==> config.mk <==
export PLATFORM = sky130hd
export DESIGN_NAME = vga_pic_source
export DESIGN_NICKNAME = d
export VERILOG_FILES = /design/src/rtl/vga_pic_source.sv
export SDC_FILE = /design/constraint.sdc
export NUM_CORES = 1
export LEC_CHECK = 0
export CORE_MARGIN = 5
export CORE_UTILIZATION = 46
export DETAILED_ROUTE_END_ITERATION = 10
export PLACE_DENSITY = 0.76
export SLEW_MARGIN = 0
export SYNTH_ARGS = -nofsm -noshare
export SYNTH_HDL_FRONTEND = slang
export SYNTH_SLANG_ARGS = --single-unit
==> constraint.sdc <==
create_clock -name clk_i -period 2.1 [get_ports clk_i]
set_input_delay 0.315 -clock clk_i [delete_from_list [all_inputs] [get_ports clk_i]]
set_output_delay 0.315 -clock clk_i [all_outputs]
set_load 0.02 [all_outputs]
==> src/rtl/vga_pic_source.sv <==
// vga_pic_source: VGA raster generator and picture fetcher feeding the Sobel stage.
//
// Generates the raster timing (800x600@60 by default) and reads a picture from an external
// synchronous image ROM. The picture sits at (PIC_X_START, PIC_Y_START), PIC_WIDTH x PIC_HEIGHT.
// Outside that window, and during blanking, BG_COLOR is driven. Every output is registered.
// All outputs are aligned to the same pixel, so the ROM read latency never reaches downstream.
//
// Ports:
//   clk_i          pixel clock
//   rst_i          synchronous reset, active-high
//   rom_addr_o     image ROM address, row-major, 0..PIC_WIDTH*PIC_HEIGHT-1
//   rom_q_i        image ROM data {R,G,B}, valid ROM_LAT cycles after rom_addr_o
//   pixel_x_o      column of the current output pixel
//   pixel_y_o      row of the current output pixel
//   rgb_data_o     colour of (pixel_x_o, pixel_y_o)
//   de_o           data enable, high inside the active area
//   hsync_o        horizontal sync, polarity set by SYNC_POL
//   vsync_o        vertical sync, polarity set by SYNC_POL
//   frame_start_o  one-cycle pulse on output pixel (0,0)
module vga_pic_source #(
    parameter int unsigned H_ACTIVE    = 800,
    parameter int unsigned H_FP        = 40,
    parameter int unsigned H_SYNC      = 128,
    parameter int unsigned H_BP        = 88,
    parameter int unsigned V_ACTIVE    = 600,
    parameter int unsigned V_FP        = 1,
    parameter int unsigned V_SYNC      = 4,
    parameter int unsigned V_BP        = 23,
    parameter logic [10:0] PIC_X_START = 11'd200,
    parameter logic [10:0] PIC_Y_START = 11'd100,
    parameter logic [10:0] PIC_WIDTH   = 11'd200,
    parameter logic [10:0] PIC_HEIGHT  = 11'd200,
    parameter int unsigned ROM_LAT     = 1,
    parameter logic [23:0] BG_COLOR    = 24'h000000,
    parameter logic        SYNC_POL    = 1'b1
) (
    input  logic        clk_i,
    input  logic        rst_i,
    output logic [15:0] rom_addr_o,
    input  logic [23:0] rom_q_i,
    output logic [10:0] pixel_x_o,
    output logic [10:0] pixel_y_o,
    output logic [23:0] rgb_data_o,
    output logic        de_o,
    output logic        hsync_o,
    output logic        vsync_o,
    output logic        frame_start_o
);

    localparam int unsigned H_TOTAL = H_ACTIVE + H_FP + H_SYNC + H_BP;
    localparam int unsigned V_TOTAL = V_ACTIVE + V_FP + V_SYNC + V_BP;

    // Stage-0 values travel ROM_LAT+1 stages, then the output register adds the final cycle.
    localparam int DLY = int'(ROM_LAT) + 1;

    localparam logic [10:0] H_LAST = 11'(H_TOTAL - 1);
    localparam logic [10:0] V_LAST = 11'(V_TOTAL - 1);
    localparam logic [10:0] H_ACT  = 11'(H_ACTIVE);
    localparam logic [10:0] V_ACT  = 11'(V_ACTIVE);
    localparam logic [10:0] HS_BEG = 11'(H_ACTIVE + H_FP);
    localparam logic [10:0] HS_END = 11'(H_ACTIVE + H_FP + H_SYNC);
    localparam logic [10:0] VS_BEG = 11'(V_ACTIVE + V_FP);
    localparam logic [10:0] VS_END = 11'(V_ACTIVE + V_FP + V_SYNC);

    localparam logic [11:0] WIN_X_END = 12'(int'(PIC_X_START) + int'(PIC_WIDTH));
    localparam logic [11:0] WIN_Y_END = 12'(int'(PIC_Y_START) + int'(PIC_HEIGHT));
    localparam logic [15:0] ADDR_LAST = 16'(int'(PIC_WIDTH) * int'(PIC_HEIGHT) - 1);

    typedef struct packed {
        logic        valid;
        logic [10:0] x;
        logic [10:0] y;
        logic        win;
        logic        de;
        logic        hs;
        logic        vs;
        logic        fs;
    } stage_t;

    logic [10:0] h_cnt_q, h_cnt_d;
    logic [10:0] v_cnt_q, v_cnt_d;
    logic [15:0] rom_addr_q, rom_addr_d;
    stage_t      s0;
    stage_t      pipe_q [DLY];
    stage_t      last;

    logic [10:0] pixel_x_q, pixel_y_q;
    logic [23:0] rgb_q, rgb_d;
    logic        de_q, hsync_q, vsync_q, fs_q;

    // Stage 0: raster counters and per-pixel flags.
    always_comb begin
        h_cnt_d = h_cnt_q + 11'd1;
        v_cnt_d = v_cnt_q;
        if (h_cnt_q == H_LAST) begin
            h_cnt_d = '0;
            v_cnt_d = (v_cnt_q == V_LAST) ? '0 : v_cnt_q + 11'd1;
        end
    end

    always_comb begin
        s0       = '0;
        s0.valid = 1'b1;
        s0.x     = h_cnt_q;
        s0.y     = v_cnt_q;
        s0.win   = (h_cnt_q >= PIC_X_START) && ({1'b0, h_cnt_q} < WIN_X_END) &&
                   (v_cnt_q >= PIC_Y_START) && ({1'b0, v_cnt_q} < WIN_Y_END);
        s0.de    = (h_cnt_q < H_ACT) && (v_cnt_q < V_ACT);
        s0.hs    = (h_cnt_q >= HS_BEG) && (h_cnt_q < HS_END);
        s0.vs    = (v_cnt_q >= VS_BEG) && (v_cnt_q < VS_END);
        s0.fs    = (h_cnt_q == '0) && (v_cnt_q == '0);
    end

    // rom_addr_q holds the address of the pixel now in stage 1. It advances past each window
    // pixel, and it saturates on the last one, so it never points beyond the picture.
    always_comb begin
        rom_addr_d = rom_addr_q;
        if (s0.fs) begin
            rom_addr_d = '0;
        end else if (pipe_q[0].win && (rom_addr_q != ADDR_LAST)) begin
            rom_addr_d = rom_addr_q + 16'd1;
        end
    end

    assign last = pipe_q[DLY-1];

    // rom_q_i now belongs to the pixel in the last delay stage.
    always_comb begin
        rgb_d = (last.valid && last.win) ? rom_q_i : BG_COLOR;
    end

    always_ff @(posedge clk_i) begin
        if (rst_i) begin
            h_cnt_q    <= '0;
            v_cnt_q    <= '0;
            rom_addr_q <= '0;
            for (int i = 0; i < DLY; i++) begin
                pipe_q[i] <= '0;
            end
            pixel_x_q  <= '0;
            pixel_y_q  <= '0;
            rgb_q      <= BG_COLOR;
            de_q       <= 1'b0;
            hsync_q    <= ~SYNC_POL;
            vsync_q    <= ~SYNC_POL;
            fs_q       <= 1'b0;
        end else begin
            h_cnt_q    <= h_cnt_d;
            v_cnt_q    <= v_cnt_d;
            rom_addr_q <= rom_addr_d;
            pipe_q[0]  <= s0;
            for (int i = 1; i < DLY; i++) begin
                pipe_q[i] <= pipe_q[i-1];
            end
            pixel_x_q  <= last.x;
            pixel_y_q  <= last.y;
            rgb_q      <= rgb_d;
            de_q       <= last.valid & last.de;
            hsync_q    <= (last.valid & last.hs) ~^ SYNC_POL;
            vsync_q    <= (last.valid & last.vs) ~^ SYNC_POL;
            fs_q       <= last.valid & last.fs;
        end
    end

    assign rom_addr_o    = rom_addr_q;
    assign pixel_x_o     = pixel_x_q;
    assign pixel_y_o     = pixel_y_q;
    assign rgb_data_o    = rgb_q;
    assign de_o          = de_q;
    assign hsync_o       = hsync_q;
    assign vsync_o       = vsync_q;
    assign frame_start_o = fs_q;

endmodule

Word-level counts from Yosys, hierarchy flattened

Memory sizes are Yosys's and may differ from the RTL's.
Cells that the tools add are included.
W data, S select, Z words.

Register bits after elaboration: 88
Output and inout port bits: 66
Input port bits: 26
Word-level logic and storage cells: 54
Memory bits (writable): 56
Memories: 1

Memory list:

| memory | depth | bits a word | rd ports | clocked after memory_dff | wr ports | RTL line | source |
|---|---|---|---|---|---|---|---|
| pipe_q | 2     | 28          | 2        | 0                        | 2        | 84       | `stage_t pipe_q [DLY];` |

Multiplexer cells: 6
Reduce and logical (&&, ||, !) cells: 14
Equal/unequal tests: 3
Add/sub/neg operators: 3
$lt $le $gt $ge: 10
Bitwise logic cells: 7

Operators by type and width:

| operator                | number |
|---|---|
| $mux W28                | 2 |
| $lt A11 B10 Y1 const B  | 4 |
| $add A11 B1 Y11 const B | 2 |
| $ge A11 B10 Y1 const B  | 2 |
| $logic_not A11 Y1       | 2 |
| $lt A11 B9 Y1 const B   | 2 |
| $add A16 B1 Y16 const B | 1 |
| $ne A16 B16 Y1 const B  | 1 |
| $eq A11 B10 Y1 const B  | 1 |
| $eq A11 B11 Y1 const B  | 1 |
| $ge A11 B7 Y1 const B   | 1 |
| $ge A11 B8 Y1 const B   | 1 |
| $mux W11                | 1 |
| $logic_and A1 B1 Y1     | 9 |
| $reduce_or A2 Y1        | 3 |
| $and A1 B1 Y1           | 4 |
| $mux W1                 | 3 |
| $or A1 B1 Y1            | 2 |
| $not A1 Y1              | 1 |

Logic depth before layout (Yosys ltp)

Depth in word-level cells: 5
Depth in mapped cells: 8
Depth with buffers taken out: 5

Worst setup path before layout

Ideal clock, no wire load.

Path type: register -> register
Start point: register h_cnt_q[7]
End point: register v_cnt_q[7]
Path buffers: 3
Arrival: 2150 ps
Cell stages (with the launch flop): 8
Setup slack: -120 ps
Required time: 2030 ps
Setup time: 70 ps
Clock period less this slack: 2220 ps
Cell sequence: dfxtp_1 > buf_6 > or4_4 > buf_6 > or3_1 > buf_2 > or4_1 > a21oi_1

Longest elaborated chain between the ends: 1

Ends and longest elaborated chain:

| item                   | RTL line | source |
|---|---|---|
| from (decl)            | 80       | `logic [10:0] h_cnt_q, h_cnt_d;` |
| from (signal assigned) | 148      | `h_cnt_q <= h_cnt_d;` |
| $eq A11 B11 Y1         | 95       | `if (h_cnt_q == H_LAST) begin` |
| to (signal assigned)   | 149      | `v_cnt_q <= v_cnt_d;` |
| to (decl)              | 81       | `logic [10:0] v_cnt_q, v_cnt_d;` |

Every way passes these cells.
A chain may end at the register's enable or synchronous reset.

Worst setup path in the final report

Start point: register rom_addr_q[6] (netlist: rom_addr_o[6])
End point: output port rom_addr_o[6]

RTL lines:

| item                   | RTL line | source |
|---|---|---|
| from (decl)            | 82       | `logic [15:0] rom_addr_q, rom_addr_d;` |
| from (signal assigned) | 150      | `rom_addr_q <= rom_addr_d;` |
| to (decl)              | 39       | `output logic [15:0] rom_addr_o,` |

No word-level cell between the ends.

==> results_dict.tcl <==
set metrics [dict create \
    worst_slack_ns 0.130 \
    synth_seq_area_share_pct 58.0 \
    netlist_area_um2 4970 \
    areaGrowthSynthToFinish_pct 33.4 \
    drcViolationCount 0 \
    cts_sinks 144 \
    synth_xor_area_share_pct 3.70 \
    skew_ns 0.00764 \
    synth_common_cells "144 x dfxtp_1, 69 x nor2b_1, 30 x clkbuf_1" \
    synth_simple_gate_area_share_pct 26.2 \
    placed_area_um2 6080 \
    cp-end-kind "output pin" \
    reg2reg_slack_ns 0.15 \
    postLayoutCellArea_um2 6640 \
    crit_family "buffers and inverters" \
    drt_first_pass_iters 4 \
    insertion_delay_ns 0.52 \
    postSynthAreaPerCell_um2 10.2 \
    worst_pin_slew_ns 0.550 \
    clk_pin_slew_worst_paths_ns 0.06 \
    grtUsageTotal_pct 17.0 \
    die_h_um 114 \
    syn-num-nets 522 \
    drive_gt1_share_pct 9.33 \
    slew-limit-headroom_pct 63.3 \
    synth_compound_area_share_pct 5.96 \
    place_hpwl_um 7460 \
    finalPower_mw 5.69 \
    path_cells "clkdlybuf4s50_1" \
    setup_viol 0 \
    hold_violations 0 \
    htree_levels 4 \
    path_class "flop to output pin" \
    grt_pass1_wl_um 17600 \
    synthFlopType "dfxtp_1" \
    drt-initial-drc-count 291 \
    timing.setup.tns_ns 0 \
    worst_hold_slack_ns 0.253 \
    nets 619 \
    cts_tree "done" \
    grt.overflow.total 0 \
    dpl_worst_slack_ns 0.0870 \
    postCtsSetupBuffers 0 \
    syn_inst 490 \
    ys_seq_elements 144 \
    die_area_um2 13000 \
    drv_slew 0 \
    cts_buffers 17 \
    drv_cap 0 \
    netlist.area_leader.share_pct 58.0 \
    max_freq_ghz 0.508 \
    critPathMaxFanout 8 \
    grt_max_degree 45 \
    coreArea_um2 10700 \
    place_congestion 0.867 \
    async_reset_ff_share_pct 0 \
    placementRows 38 \
    power_density_nw_per_um2 857 \
    synth_mux_area_share_pct 1.21 \
    port_buffers 91 \
    start_util_pct 46.5 \
    antenna_found_initial 0 \
    synthAdderAreaFrac_pct 1.51 \
    n_fill_cell 853 \
    ant_nets 0 \
    cp-start-kind "flop" \
    max_stage_delay_ns 0.66 \
    vias 3735 \
    die_w_um 114 \
    crit_required_ns 1.78 \
    grt_setup_unrepaired "no" \
    final.period_utilization_pct 93.8 \
    crit_buf_inv 1 \
    io_pins 92 \
    clockBufferDepth 2 \
    synth_area_leaders "dfxtp_1 58%, nor2b_1 8.7%, and3_1 3.3%" \
    outcome "completed" \
    cts_root_buf "clkbuf_8" \
    slowest_stage "clkdlybuf4s50_1" \
    synth_top_family_by_area "simple AND/OR/NAND/NOR gates" \
    p_leak_nw 2.52 \
    yosysTopAreaCell "dfxtp_1" \
    routed_wl_um 10600 \
    irDropWorstVdd_mv 0.507 \
    grt_pass1_vias 3640 \
    min_period_ns 1.97 \
    post_drt_wl_per_cell_um 14.3 \
    viasPerCell 5.05 \
    worst_hold_path_type "primary input to flop" \
    critPathArrivalTime_ns 1.65 \
    antenna_cells 0 \
    synth.distinct_cells 42 \
    synthesis.yosys.warnings 0 \
    synth_edf_count 0 \
    synth_most_common_cell "dfxtp_1" \
]
## state kept, by name, indices dropped and copies added, names as in the netlist
| name | count |
|---|---|
| pipe_q | 56 |
| rom_addr_o | 16 |
| rgb_data_o | 24 |
| frame_start_o | 1 |
| v_cnt_q | 11 |
| de_o | 1 |
| pixel_y_o | 11 |
| vsync_o | 1 |
| hsync_o | 1 |
| h_cnt_q | 11 |
| pixel_x_o | 11 |
## per-layer routing
metal  track usage (%)  vias to the layer above  part of all wire [%]
li1                  -                     1869                     -
met1              21.2                     1708                    45
met2              27.4                      140                    46
met3              5.84                       18                   7.2
met4              5.94                        0                   2.2
met5                 0                        -                     0
## power by group
part	leakage [nW]	total [mW]	internal (mW)	switching (mW)
combinational	1.10	0.178	0.0822	0.0957
clock	0.261	2.75	1.64	1.11
sequential	1.16	2.76	2.75	0.00686
total	2.52	5.69	4.47	1.21
## stage by stage
stage          std cells  util [%]
2_1_floorplan        490         -
6_report             740      62.0
3_3_place_gp         708      56.8
5_1_grt              740      62.0
4_1_cts              740      62.0
3_5_place_dp         708      56.8
## cells in the final DEF (no fill, tap or decap), drive strengths merged, types with 7 or more instances in the layout
master and instances:
xnor2 13, dfxtp 144, xor2 8, nor3 18
clkdlybuf4s50 90, a21oi 11, nand2 16, nor4 12
nand3 17, nand4 10, clkbuf 21, and3 26
buf 21, o21ai 10, o211ai 7, and2 8
nor2b 69, nor2 29, inv 11
## cells by family after synthesis
group	after synthesis
DFF	144
xor gates and xnor gates	21
buffers and inverters	41
and+or+nand+nor	227
AOI/OAI and AO/OA	45
adders and majority gates	6
muxes	6
## cell type report
cell class / instances / area [µm²] / area share [%]
Inverter: 8 / 30.0 / 0.452
Sequential cell: 144 / 2880 / 43.4
Clock inverter: 11 / 105 / 1.58
Tap cell: 140 / 175 / 2.64
Multi-Input combinational cell: 305 / 1930 / 29.0
Clock buffer: 21 / 449 / 6.77
Timing Repair Buffer: 111 / 1070 / 16.1
## what timing repair did
| item | CTS | global route |
|---|---|---|
| hold buffers | 0 | 0 |
| gates resized for setup | 0 | 1 |
| endpoints found under the setup margin | 0 | 8 |
| hold endpoints to repair | 0 | 0 |
## worst paths after layout
path | from | to | cells after the start
setup reg to reg | h_cnt_q[0] | v_cnt_q[7] | 5
hold reg to reg | pipe_q[0][51] | pixel_x_o[7] | 1
hold / removal | rst_i | h_cnt_q[6] | 2
setup / recovery | rom_addr_o[6] | rom_addr_o[6] | 1
Power figures use the tool's default switching activity.
